File: config.mk
export PLATFORM = sky130hd
export DESIGN_NAME = vector_deser
export DESIGN_NICKNAME = d
export VERILOG_FILES = /design/src/rtl/vector_deser.sv
export SDC_FILE = /design/constraint.sdc
export NUM_CORES = 1
export LEC_CHECK = 0
export CORE_UTILIZATION = 54
export DETAILED_ROUTE_END_ITERATION = 8
export PLACE_DENSITY = 0.81
export SYNTH_ARGS = -nofsm -noshare
export SYNTH_HDL_FRONTEND = slang
export SYNTH_SLANG_ARGS = --single-unit
File: constraint.sdc
create_clock -name clk -period 2.6 [get_ports clk]
set_input_delay 0.26 -clock clk [delete_from_list [all_inputs] [get_ports clk]]
set_output_delay 0.26 -clock clk [all_outputs]
set_load 0.05 [all_outputs]
File: src/rtl/vector_deser.sv
// vector_deser: framed serial-to-parallel capture with optional even parity and held output word
module vector_deser #(
  parameter int WIDTH     = 8,
  parameter int MSB_FIRST = 1,
  parameter int PARITY_EN = 1
) (
  input  logic             clk,
  input  logic             rst,
  input  logic             start_i,
  input  logic             bit_en_i,
  input  logic             ser_in_i,
  output logic [WIDTH-1:0] data_out_o,
  output logic             data_valid_o,
  output logic             parity_err_o,
  output logic             frame_err_o,
  output logic             busy_o
);
  localparam int CW = $clog2(WIDTH + 1);
  localparam logic [1:0] IDLE = 2'd0, SHIFT = 2'd1, PAR = 2'd2;
  logic [1:0]       state_q, state_d;
  logic [CW-1:0]    cnt_q, cnt_d;
  logic [WIDTH-1:0] shreg_q, shreg_d, data_q, data_d, shifted;
  logic             valid_q, valid_d, perr_q, perr_d, ferr_q, ferr_d, busy_q;
  always_comb begin
    shifted = MSB_FIRST != 0 ? {shreg_q[WIDTH-2:0], ser_in_i} : {ser_in_i, shreg_q[WIDTH-1:1]};
    state_d = state_q;
    cnt_d   = cnt_q;
    shreg_d = shreg_q;
    data_d  = data_q;
    valid_d = 1'b0;
    perr_d  = 1'b0;
    ferr_d  = 1'b0;
    // start wins over any bit presented in the same cycle, including the final one
    if (start_i) begin
      ferr_d  = state_q != IDLE;
      state_d = SHIFT;
      cnt_d   = '0;
      shreg_d = '0;
    end else if (bit_en_i && state_q == SHIFT) begin
      shreg_d = shifted;
      cnt_d   = cnt_q + 1'b1;
      if (cnt_q == CW'(WIDTH - 1)) begin
        state_d = PARITY_EN != 0 ? PAR : IDLE;
        data_d  = PARITY_EN != 0 ? data_q : shifted;
        valid_d = PARITY_EN == 0;
      end
    end else if (bit_en_i && state_q == PAR) begin
      state_d = IDLE;
      data_d  = shreg_q;
      valid_d = 1'b1;
      perr_d  = ser_in_i ^ (^shreg_q);
    end
  end
  always_ff @(posedge clk) begin
    if (rst) begin
      state_q <= IDLE;
      cnt_q   <= '0;
      shreg_q <= '0;
      data_q  <= '0;
      valid_q <= 1'b0;
      perr_q  <= 1'b0;
      ferr_q  <= 1'b0;
      busy_q  <= 1'b0;
    end else begin
      state_q <= state_d;
      cnt_q   <= cnt_d;
      shreg_q <= shreg_d;
      data_q  <= data_d;
      valid_q <= valid_d;
      perr_q  <= perr_d;
      ferr_q  <= ferr_d;
      busy_q  <= state_d != IDLE;
    end
  end
  assign data_out_o   = data_q;
  assign data_valid_o = valid_q;
  assign parity_err_o = perr_q;
  assign frame_err_o  = ferr_q;
  assign busy_o       = busy_q;
endmodule

# Yosys cells after proc, flatten, opt, wreduce, memory -nomap -nowiden
# Cells that the tools add are included.
classes:
  add_sub_neg: 1
  n_eq_ne: 3
  muxes: 5
  bitwise_logic: 4
  n_reduce_logical: 10
ops:
  columns: ["operator", "n"]
  rows:
  - ["$mux W2", 4]
  - ["$reduce_xor A8 Y1", 1]
  - ["$add A4 B1 Y4 const B", 1]
  - ["$eq A4 B3 Y1 const B", 1]
  - ["$reduce_bool A2 Y1", 2]
  - ["$reduce_or A2 Y1", 2]
  - ["$reduce_or A4 Y1", 1]
  - ["$not A1 Y1", 3]
  - ["$reduce_and A3 Y1", 1]
  - ["$reduce_or A3 Y1", 1]
  - ["$eq A2 B1 Y1 const B", 1]
  - ["$eq A2 B2 Y1 const B", 1]
  - ["$logic_and A1 B1 Y1", 2]
  - ["$mux W1", 1]
  - ["$xor A1 B1 Y1", 1]
word_totals:
  ff_bits: 26
  input_bits: 5
  elab_cells: 31

# Depth between registers and ports, before layout
logic_depth:
  ltp_word: 6
  ltp_mapped: 4
  depth_no_buf: 4

# Least setup slack after synthesis
# No wires, ideal clock.
synth_timing:
  path_type: "flip-flop to flip-flop"
  startpoint: "reg shreg_q[0]"
  endpoint: "reg perr_q, in the netlist parity_err_o"
  t_arrival_ns: 1.193
  t_required_ns: 2.479
  slack_ns: 1.286
  path_stages_with_launch: 4
  n_path_buf: 0
  path_cell_list: "dfxtp_1 -> xor2_1 -> xnor3_1 -> mux2_4"
synth_via:
  elab_chain_cells: 2
synth_rtl:
  columns: ["element", "line", "rtl"]
  rows:
  - ["start: declaration", "22", "logic [WIDTH-1:0] shreg_q, shreg_d, data_q, data_d, shifted;"]
  - ["start signal: assignment", "67", "shreg_q <= shreg_d;"]
  - ["$reduce_xor A8 Y1", "51", "perr_d = ser_in_i ^ (^shreg_q);"]
  - ["$xor A1 B1 Y1", "51", null]
  - ["end signal: assignment", "70", "perr_q <= perr_d;"]
  - ["end: declaration", "23", "logic valid_q, valid_d, perr_q, perr_d, ferr_q, ferr_d, busy_q;"]
# Every way passes these cells.
# A chain may end at the register's enable or synchronous reset.

# Final worst setup path
layout_timing:
  startpoint: "reg data_q[1], in the netlist data_out_o[1]"
  endpoint: "out data_out_o[1]"
layout_lines:
  columns: ["element", "line", "rtl"]
  rows:
  - ["start: declaration", "22", null]
  - ["start signal: assignment", "68", "data_q <= data_d;"]
  - ["end: declaration", "12", "output logic [WIDTH-1:0] data_out_o,"]
# No word-level cell between the ends.

==> results.py <==
metrics = {
    "outcome": {
        "outcome": "completed",
    },
    "clocking": {
        "cts.path.max_buffers": 2,
        "cts_setup_buffers": 0,
        "clockRootBuffer": "clkbuf_4",
        "cts_resized": 0,
        "cts.sinks": 26,
        "cts_buffers": 3,
        "cts_tree": "yes",
        "htreeDepth": 1,
        "clk_pin_slew_ps": 140,
        "clkLatencyLatePin_ps": 320,
        "hold_buffers": 0,
    },
    "layout": {
        "drive_gt1_frac": 0.0625,
        "layoutNonFillerInstCount": 153,
        "nNetsFinal": 135,
        "layout_common_cells": "dfxtp_1 (26), nand2_1 (19), clkdlybuf4s50_1 (16), a21oi_1 (13), nor2_1 (12)",
        "diodes": 0,
        "fill_cells": 157,
        "layout_commonest_cell": "dfxtp_1",
        "stdcell_area_um2": 1280,
        "areaGrowthSynthToFinish_pct": 23.1,
        "utilization": 0.725,
    },
    "worst_setup_path": {
        "crit_family": "buffers and inverters",
        "cp-end-kind": "primary output",
        "r2r_cells": 3,
        "r2r_end": "cnt_q[3]",
        "r2r_start": "state_q[0]",
        "arrival_ps": 1490,
        "criticalPathCategory": "reg -> out",
        "path_cells": "clkdlybuf4s50_1",
        "startpoint_type": "register",
        "cp_max_fo": 2,
        "worst_path_max_delay_cell": "clkdlybuf4s50_1",
        "cp_num_buf_inv": 1,
        "regToRegSetupSlack_ps": 1030,
        "slowest_delay_ps": 810,
        "cp_data_required_time_ps": 2340,
    },
    "power": {
        "p_per_area_nw_per_um2": 562,
        "p_leak_nw": 0.440,
        "ir_drop_v": 0.000488,
    },
    "timing": {
        "hold-worst-slack_ps": 489,
        "min_period_ps": 1750,
        "fmax_mhz": 570,
        "relSlewSlack": 0.661,
        "skew_ps": 7.21,
        "worst_pin_slew_ps": 508,
        "setup_violations": 0,
        "fin_crit_sh": 0.675,
        "maxSlewViolCount": 0,
        "hold_viol": 0,
        "finalSetupTns_ps": 0,
        "rsz0062_at_grt": "no",
    },
    "floorplan": {
        "die_h_um": 45.9,
        "die_x_um": 45.9,
        "core_area_um2": 1760,
        "start_util": 0.589,
        "dieArea_um2": 2100,
        "num_rows": 15,
        "num_io_pins": 17,
    },
    "yosys": {
        "netlist_area_um2": 1040,
        "synth_cells": 112,
        "ys.warnings.count": 0,
        "ys_top_cells_by_area": "dfxtp_1 (50%), mux2i_1 (7.7%), nand2_1 (6.9%)",
        "yosys_register_bits": 26,
        "synth_top_area_frac": 0.501,
        "yosys.area.top_type": "dfxtp_1",
        "synth.distinct_cells": 26,
        "synth.net_count": 118,
        "avgSynthCellArea_um2": 9.27,
        "synth-seq-area-share": 0.501,
    },
    "detailed_routing": {
        "ant_nets": 0,
        "drc": 0,
        "drt_iter0_markers": 8,
        "routed_wl_mm": 1.85,
        "vias": 790,
        "viasPerCell": 5.16,
        "first_pass_iters": 4,
        "wl_per_cell_um": 12.1,
    },
    "global_route": {
        "antenna_found_initial": 0,
        "grt_pass1_vias": 702,
        "grt_pass1_wl_mm": 3.02,
        "gr-total-overflow": 0,
        "gr-usage-all-layers": 0.203,
        "grt_max_degree": 16,
    },
    "place": {
        "numPortBuffers": 16,
        "post-place-cells": 149,
        "place_area_um2": 1230,
        "place.gp.congestion": 0.781,
        "dpl.hpwl_mm": 1.28,
    },
    "hold_path": {
        "hp-class": "reg -> reg",
        "holdCritStartpoint": "cnt_q[1]",
        "hold_depth": 2,
        "min_to": "cnt_q[1]",
    },
    "flow_run": {
        "maxCapViolations": 0,
    },
}
routing by layer:
layer,global-route usage,up-vias,wire length [µm]
li1,-,408,-
met5,0,-,0
met3,0.0357,2,40
met1,0.262,369,899
met4,0.106,0,13
met2,0.321,11,893
registers in the layout, indices dropped and copies added (netlist names):
register	cells
parity_err_o	1
busy_o	1
shreg_q	8
frame_err_o	1
cnt_q	4
data_valid_o	1
data_out_o	8
state_q	2
report_power, final:
| part | internal [mW] | switching [mW] |
|---|---|---|
| Sequential | 0.402 | 0.00325 |
| Combinational | 0.0169 | 0.0250 |
| Clock | 0.156 | 0.115 |
through the flow:
stage,power [mW],setup WS (ps)
6_report,0.718,846
2_1_floorplan,0.440,1290
4_1_cts,0.728,823
3_3_place_gp,0.455,794
3_5_place_dp,0.455,732
5_1_grt,0.746,793
synthesized netlist by cell type:
master / n
and3b_1: 1
nor3b_1: 1
nand2_1: 19
a211oi_1: 1
o31ai_1: 1
or2_1: 1
buf_2: 2
o21ai_0: 2
inv_1: 3
a21oi_1: 13
dfxtp_1: 26
mux2_4: 1
ha_1: 1
xor3_1: 1
xnor3_1: 1
xor2_1: 1
o21ai_1: 1
xnor2_1: 3
clkbuf_1: 4
or3_1: 3
nor3_1: 2
nand3_1: 1
nand3b_1: 2
nor4bb_1: 1
nor2_1: 12
mux2i_1: 8
how the worst max path moves through the flow:
stage	start	end	slack, ps	cells after the start
5_1_grt	data_out_o[1]	data_out_o[1]	790	1
3_3_place_gp	bit_en_i	cnt_q[3]	790	4
6_report	data_out_o[1]	data_out_o[1]	850	1
2_1_floorplan	shreg_q[0]	parity_err_o	1290	3
4_1_cts	data_out_o[1]	data_out_o[1]	820	1
3_5_place_dp	bit_en_i	cnt_q[3]	730	4
kinds of logic after synthesis:
group,share of synthesized area
adder cells (fa/ha/maj),0.0120
XOR/XNOR,0.0783
AND/OR/NAND/NOR,0.190
multiplexers,0.0916
buffers and inverters,0.0349
flip-flops,0.501
AO/OA/AOI/OAI,0.0916
worst reg2reg max path, stage by stage (launching register included):
cell      delay (ps)
dfxtp_1          480
nand3b_1         410
or3_1            480
a21oi_1          150
cell type report:
class                           count  area (µm²)  share of cell area
Timing Repair Buffer               18         175               0.137
Clock buffer                        3        22.5              0.0176
Clock inverter                      1        30.0              0.0235
Multi-Input combinational cell     77         488               0.382
Inverter                            3        11.3             0.00881
Tap cell                           25        31.3              0.0245
Sequential cell                    26         520               0.407
Power figures use the tool's default switching activity.
